$ cat config.mk
export PLATFORM = sky130hd
export DESIGN_NAME = fifo_uart_tx_flat
export DESIGN_NICKNAME = d
export VERILOG_FILES = /design/src/rtl/fifo_uart_tx_if.sv /design/src/rtl/fifo_uart_tx.sv /design/src/flat_wrapper.sv
export SDC_FILE = /design/constraint.sdc
export NUM_CORES = 1
export LEC_CHECK = 0
export BUFFER_PORTS_ARGS = -buffer_cell sky130_fd_sc_hd__buf_2
export CORE_MARGIN = 4
export CORE_UTILIZATION = 50
export DETAILED_ROUTE_END_ITERATION = 10
export GPL_TIMING_DRIVEN = 0
export PLACE_DENSITY_LB_ADDON = 0.15
export RECOVER_POWER = 50
export SETUP_SLACK_MARGIN = 0.2
export SLEW_MARGIN = 40
export SYNTH_ARGS = -nofsm -noshare
export SYNTH_HDL_FRONTEND = slang
export SYNTH_SLANG_ARGS = --single-unit
$ cat constraint.sdc
create_clock -name clk -period 1.5 [get_ports clk]
set_input_delay 0.15 -clock clk [delete_from_list [all_inputs] [get_ports clk]]
set_output_delay 0.15 -clock clk [all_outputs]
set_load 0.1 [all_outputs]
$ cat src/rtl/fifo_uart_tx_if.sv
// ---------------------------------------------------------------------------
// fifo_uart_tx_if
// Read-port bundle between the 8-bit byte FIFO and its UART drain stage.
//
// Signals
//   fifo_empty  FIFO empty flag, combinational from the FIFO pointers
//   fifo_dout   FIFO read data, valid the cycle after fifo_rd_en
//   fifo_rd_en  pop strobe, single-cycle pulse from the drain stage
//
// Modports
//   master  the drain stage (drives the pop strobe, consumes flag and data)
//   slave   the FIFO side (answers the pop strobe with flag and data)
// ---------------------------------------------------------------------------
interface fifo_uart_tx_if;
  logic       fifo_empty;
  logic [7:0] fifo_dout;
  logic       fifo_rd_en;

  modport master (
    output fifo_rd_en,
    input  fifo_empty,
    input  fifo_dout
  );

  modport slave (
    input  fifo_rd_en,
    output fifo_empty,
    output fifo_dout
  );
endinterface

$ cat src/rtl/fifo_uart_tx.sv
// ---------------------------------------------------------------------------
// fifo_uart_tx
// Drain stage for the 16-deep byte FIFO. Pops one byte at a time through the
// FIFO read port and serialises it onto a UART line, 8N1, LSB first.
//
// Optional feature: define PARITY_EN to insert an even-parity bit between
// the last data bit and the stop bit (frame becomes 11 bits). With the macro
// undefined there is no parity state and no parity logic.
//
// Parameters
//   CLKS_PER_BIT  clk cycles per UART bit (>= 2)
//   CNT_W         baud counter width, 2**CNT_W > CLKS_PER_BIT
//
// Ports
//   clk      in   system clock, rising edge
//   rst_n    in   asynchronous reset, active low
//   en       in   1 = new frames may start; 0 = finish current frame, then hold
//   fifo     if   FIFO read port (master side: drives fifo_rd_en)
//   tx       out  serial line, idles high
//   busy     out  high from FETCH through the end of STOP
//   tx_done  out  one-cycle pulse on the last clk of each STOP bit
// ---------------------------------------------------------------------------
module fifo_uart_tx #(
  parameter int CLKS_PER_BIT = 16,
  parameter int CNT_W        = 8
) (
  input  logic                  clk,
  input  logic                  rst_n,
  input  logic                  en,
  fifo_uart_tx_if.master        fifo,
  output logic                  tx,
  output logic                  busy,
  output logic                  tx_done
);

  typedef enum logic [2:0] {
    IDLE,
    FETCH,
    LOAD,
    START,
    DATA,
`ifdef PARITY_EN
    PARITY,
`endif
    STOP
  } state_t;

  localparam logic [CNT_W-1:0] BIT_LAST = CNT_W'(CLKS_PER_BIT - 1);
  // tx_done is registered, so it is scheduled one clk before the last STOP clk.
  localparam logic [CNT_W-1:0] BIT_PRE_LAST = CNT_W'(CLKS_PER_BIT - 2);

  state_t           state;
  logic [CNT_W-1:0] baud_cnt;
  logic [2:0]       bit_cnt;
  logic [7:0]       shift_reg;
`ifdef PARITY_EN
  logic             parity_acc;
`endif

  logic bit_end;

  assign bit_end = (baud_cnt == BIT_LAST);

  // Single state machine with registered outputs. tx is always loaded with
  // the value of the bit that starts on the next clk, so the line changes
  // exactly on bit boundaries.
  always_ff @(posedge clk or negedge rst_n) begin
    if (!rst_n) begin
      state           <= IDLE;
      baud_cnt        <= '0;
      bit_cnt         <= '0;
      shift_reg       <= '0;
`ifdef PARITY_EN
      parity_acc      <= 1'b0;
`endif
      fifo.fifo_rd_en <= 1'b0;
      tx              <= 1'b1;
      busy            <= 1'b0;
      tx_done         <= 1'b0;
    end else begin
      fifo.fifo_rd_en <= 1'b0;
      tx_done         <= 1'b0;

      case (state)
        IDLE: begin
          tx       <= 1'b1;
          baud_cnt <= '0;
          bit_cnt  <= '0;
          // en is only looked at here, so dropping it mid-frame lets the
          // current frame run to completion.
          if (en && !fifo.fifo_empty) begin
            state           <= FETCH;
            fifo.fifo_rd_en <= 1'b1;
            busy            <= 1'b1;
          end
        end

        FETCH: begin
          state <= LOAD;
        end

        LOAD: begin
          shift_reg  <= fifo.fifo_dout;
`ifdef PARITY_EN
          parity_acc <= 1'b0;
`endif
          baud_cnt   <= '0;
          tx         <= 1'b0;
          state      <= START;
        end

        START: begin
          if (bit_end) begin
            baud_cnt <= '0;
            tx       <= shift_reg[0];
            state    <= DATA;
          end else begin
            baud_cnt <= baud_cnt + CNT_W'(1);
          end
        end

        DATA: begin
          if (bit_end) begin
            baud_cnt  <= '0;
            shift_reg <= {1'b0, shift_reg[7:1]};
            bit_cnt   <= bit_cnt + 3'd1;
`ifdef PARITY_EN
            parity_acc <= parity_acc ^ shift_reg[0];
`endif
            if (bit_cnt == 3'd7) begin
`ifdef PARITY_EN
              // Fold in the bit just finished so the parity bit covers all 8.
              tx    <= parity_acc ^ shift_reg[0];
              state <= PARITY;
`else
              tx    <= 1'b1;
              state <= STOP;
`endif
            end else begin
              tx <= shift_reg[1];
            end
          end else begin
            baud_cnt <= baud_cnt + CNT_W'(1);
          end
        end

`ifdef PARITY_EN
        PARITY: begin
          if (bit_end) begin
            baud_cnt <= '0;
            tx       <= 1'b1;
            state    <= STOP;
          end else begin
            baud_cnt <= baud_cnt + CNT_W'(1);
          end
        end
`endif

        STOP: begin
          tx <= 1'b1;
          if (bit_end) begin
            baud_cnt <= '0;
            busy     <= 1'b0;
            state    <= IDLE;
          end else begin
            baud_cnt <= baud_cnt + CNT_W'(1);
            if (baud_cnt == BIT_PRE_LAST) begin
              tx_done <= 1'b1;
            end
          end
        end

        default: begin
          state    <= IDLE;
          baud_cnt <= '0;
          bit_cnt  <= '0;
          tx       <= 1'b1;
          busy     <= 1'b0;
        end
      endcase
    end
  end

endmodule

$ cat src/flat_wrapper.sv
// flat-port wrapper written by rule: the top's interface ports become plain ports
module fifo_uart_tx_flat 
#(
  parameter int CLKS_PER_BIT = 16,
  parameter int CNT_W        = 8
)
  (clk, rst_n, en, tx, busy, tx_done, fifo_fifo_rd_en, fifo_fifo_empty, fifo_fifo_dout);
  fifo_uart_tx_if fifo_i ();
  input  logic clk;
  input  logic rst_n;
  input  logic en;
  output logic tx;
  output logic busy;
  output logic tx_done;
  output wire logic [$bits(fifo_i.fifo_rd_en)-1:0] fifo_fifo_rd_en;
  input wire logic [$bits(fifo_i.fifo_empty)-1:0] fifo_fifo_empty;
  input wire logic [$bits(fifo_i.fifo_dout)-1:0] fifo_fifo_dout;
  assign fifo_fifo_rd_en = fifo_i.fifo_rd_en;
  assign fifo_i.fifo_empty = fifo_fifo_empty;
  assign fifo_i.fifo_dout = fifo_fifo_dout;
  fifo_uart_tx #(.CLKS_PER_BIT(CLKS_PER_BIT), .CNT_W(CNT_W)) u_core (.clk(clk), .rst_n(rst_n), .en(en), .fifo(fifo_i), .tx(tx), .busy(busy), .tx_done(tx_done));
endmodule
==> impl_results.md <==
- # fillers: approximately 200
- Design area: between 2000 and 2500 µm²
- Worst-Skew Late Latency: 0.33 ns
- Drt wl/cell: 16.4 µm
- Largest cells by area after synthesis: dfrtp_1, mux2i_1, o21ai_0
- Most frequent cells in the layout: dfrtp_1, buf_4, buf_2, mux2i_1, o21ai_1
- Leak: 0.944 nW
- Layout cells sized above 1: 41.6%
- Area growth, synth to finish: 39.7%
- Final setup TNS: -0.0453 ns
- Starting Density: 52.6%
- Initial DRT Pass Iterations: 4
- Total of max-cap violations: 0
- Mapped Area: approximately 1500 µm²
- Clock share of power: 38.3%
- # DRC: 0
- Root Buffer: clkbuf_4
- Worst min-delay path class: input pin to register
- Unrepaired setup endpoints after global routing: yes
- Internal power: between 0.001 and 0.0015 W
- Syn. warnings: 0
- PD cells: 635 nW/µm²
- Global-route wire length before repair: 5.93 mm
- Final period util: 102%
- Antenna Cells: 0
- Die area: 3830 µm²
- Syn Nets: 167
- Cts bufs inserted: 3
- Final #Nets: 202
- Combinational power share: 5.4%
- Crit path kind: register to register
- Antenna Nets Post-Route: 0
- Setup crit start kind: register
- Grt ovf: 0
- Die Ht: 61.9 µm
- Drt first-iter violations: 38
- CP Capture Type: register
- CTS tree: built
- Final Max Slew Viols: 0
- Die span in x: approximately 62 µm
- Final min period: between 1.5 and 2 ns
- Commonest non-fill, non-tap cell in the layout: dfrtp_1
- Wire length on met3: 100 µm
- Initial antenna violation count: 0
- Cell Area, Placed: 1620 µm²
- Req. time, crit path: 1.72 ns
- Worst Tran Pin Value: about 0.65 ns
- Max FO, Critical Path: 5
- Wl on met1: around 1.5 mm
- Final setup fails: 2
- Sequential Area: 654 µm²
- Largest net degree at the start of global routing: 27
- Synth Register Bits: 26
- Switching Fraction: 21.2%
- Gr usage total: 21.0%
- Max rail drop VDD: 0.484 mV
- Top cell type's share of synthesized area: 43.1%
- Port buffer count: 15
- Gate Count Post-Synth: between 150 and 200
- Achievable clock frequency: between 0.6 and 0.7 GHz
- Synth Area per Inst: between 9 and 10 µm²
- Vias after detailed routing: 1254
- Rows: 19
- Clk sinks: 26
- H-tree lvl count: 1
- Slew margin rel.: a little under three fifths
- Final Hold Fails: 0
- CTS clk-pin slew, worst paths: about 0.15 ns
- Switching power total: about 0.00027 W
- FF-to-FF setup slack: -0.02 ns
- Critical path data arrival time: about 1.8 ns
- Synth area leader: dfrtp_1
- Unique masters post-synth: 38
- Core box area: roughly 2800 µm²
- PnR worst setup slack: -0.0229 ns
- Sequential Power Share: 56.3%
- Gpl congestion: 0.757
- DR WL met2: about 1.9 mm
- Status: complete, but fails checks
- IO Count: 16
- Worst Hold Slack: a little over 0.07 ns
- WL final: 3.54 mm
- Failing checks: setup timing
- DP Wirelength: 2.17 mm
- DR vias/cell: 5.81
- Vias in the first global route: 1297
- Area of the multi-input gates: 928 µm²
- Top Layer Used: met4
- Sequential area share after synthesis: 44.9%
- Maximum clock path buffer count: 2
- Clock Skews: 0.00498 ns
## worst paths after layout
| path | start | depth (start not counted) | end |
|---|---|---|---|
| setup / recovery | u_core.baud_cnt[4]$_DFFE_PN0N_ | 5 | u_core.state[0]$_DFFE_PN0P_ |
| hold / removal | fifo_fifo_dout[7] | 2 | u_core.shift_reg[7]$_DFFE_PN0P_ |
| setup reg to reg | u_core.baud_cnt[4]$_DFFE_PN0N_ | 5 | u_core.state[0]$_DFFE_PN0P_ |
| hold reg to reg | u_core.shift_reg[3]$_DFFE_PN0P_ | 2 | u_core.shift_reg[3]$_DFFE_PN0P_ |
| max in group asynchronous | rst_n | 2 | u_core.busy$_DFFE_PN0P_ |
| min in group asynchronous | rst_n | 2 | u_core.baud_cnt[2]$_DFFE_PN0N_ |
## worst max-delay path, cell delays in order, from the launching register on
cell and delay, ns:
dfrtp_2 0.46, nor4_4 0.30, and3_4 0.26, buf_8 0.13, mux2i_1 0.18, o22ai_1 0.09
## cells in the mapped netlist (all sizes together)
| cell | number |
|---|---|
| dfrtp | 25 |
| o21ai | 16 |
| nand2 | 14 |
| mux2i | 12 |
| nor2 | 9 |
| buf | 7 |
| nor2b | 6 |
| inv | 5 |
| nor3 | 5 |
| xnor2 | 5 |
| a21oi | 4 |
| ha | 4 |
| nand2b | 4 |
| nand3 | 4 |
| clkbuf | 3 |
| nor3b | 3 |
| nor4 | 3 |
| o22ai | 3 |
| a211o | 2 |
| and2 | 2 |
| and3 | 2 |
| a211oi | 1 |
| a21o | 1 |
| a22oi | 1 |
| a2bb2oi | 1 |
| a311oi | 1 |
| a32o | 1 |
| a32oi | 1 |
| and4b | 1 |
| dfstp | 1 |
| o31ai | 1 |
| or3b | 1 |
| or4 | 1 |
| xor2 | 1 |
## metrics by stage
stage                     instances  power (W)  utilization, %  setup WS [ns]
after floorplan                 151   0.000755               -         0.0268
after global placement          197   0.000786            58.9         -0.132
after detailed placement        197   0.000788            58.9         -0.117
after CTS                       213    0.00129            69.1        -0.0117
after global routing            216    0.00133            73.5        -0.0770
final                           216    0.00129            73.5        -0.0229
## per-layer routing
| layer | vias to the layer above | global-route usage [%] |
|---|---|---|
| li1 | 601 | - |
| met1 | 621 | 26.0 |
| met2 | 24 | 36.8 |
| met3 | 8 | 3.51 |
| met4 | 0 | 6.97 |
| met5 | - | 0 |
## layout make-up
type / instances / share of cell area, %
multi-input combinational: 110 / 45.8
sequential: 26 / 32.3
timing repair buffer: 30 / 11.3
buffer: 10 / 5.19
tap: 31 / 1.91
clock inverter: 1 / 1.48
clock buffer: 3 / 1.11
inverter: 5 / 0.926
## cell families (layout without fill, tap and decap cells)
| kind of cell | count (synthesis) | count (layout) | share of synthesized area, % |
|---|---|---|---|
| compound gates | 33 | 33 | 14.0 |
| simple gates | 55 | 55 | 21.1 |
| fa+ha+maj | 4 | 4 | 3.45 |
| buf+inv | 15 | 49 | 4.66 |
| mux | 12 | 12 | 8.28 |
| xor+xnor | 6 | 6 | 3.62 |
| flops | 26 | 26 | 44.9 |
## power by group through the flow
stage	logic (W)	registers [W]	clock network, W
after floorplan	0.0000129	0.000742	0
after global placement	0.0000536	0.000732	0
after detailed placement	0.0000555	0.000733	0
after CTS	0.0000624	0.000721	0.000505
after global routing	0.0000765	0.000726	0.000530
final	0.0000695	0.000724	0.000493
## timing repair
action                                  in CTS  in global routing
gates cloned                                 1                  1
pin swaps                                   16                  5
hold buffers                                 1                  0
resized for setup                           37                 20
endpoints found under the setup margin      27                 26
endpoints found under the hold margin       25                  0
buffers inserted                            10                  2
(Power assumes the default switching activity.)
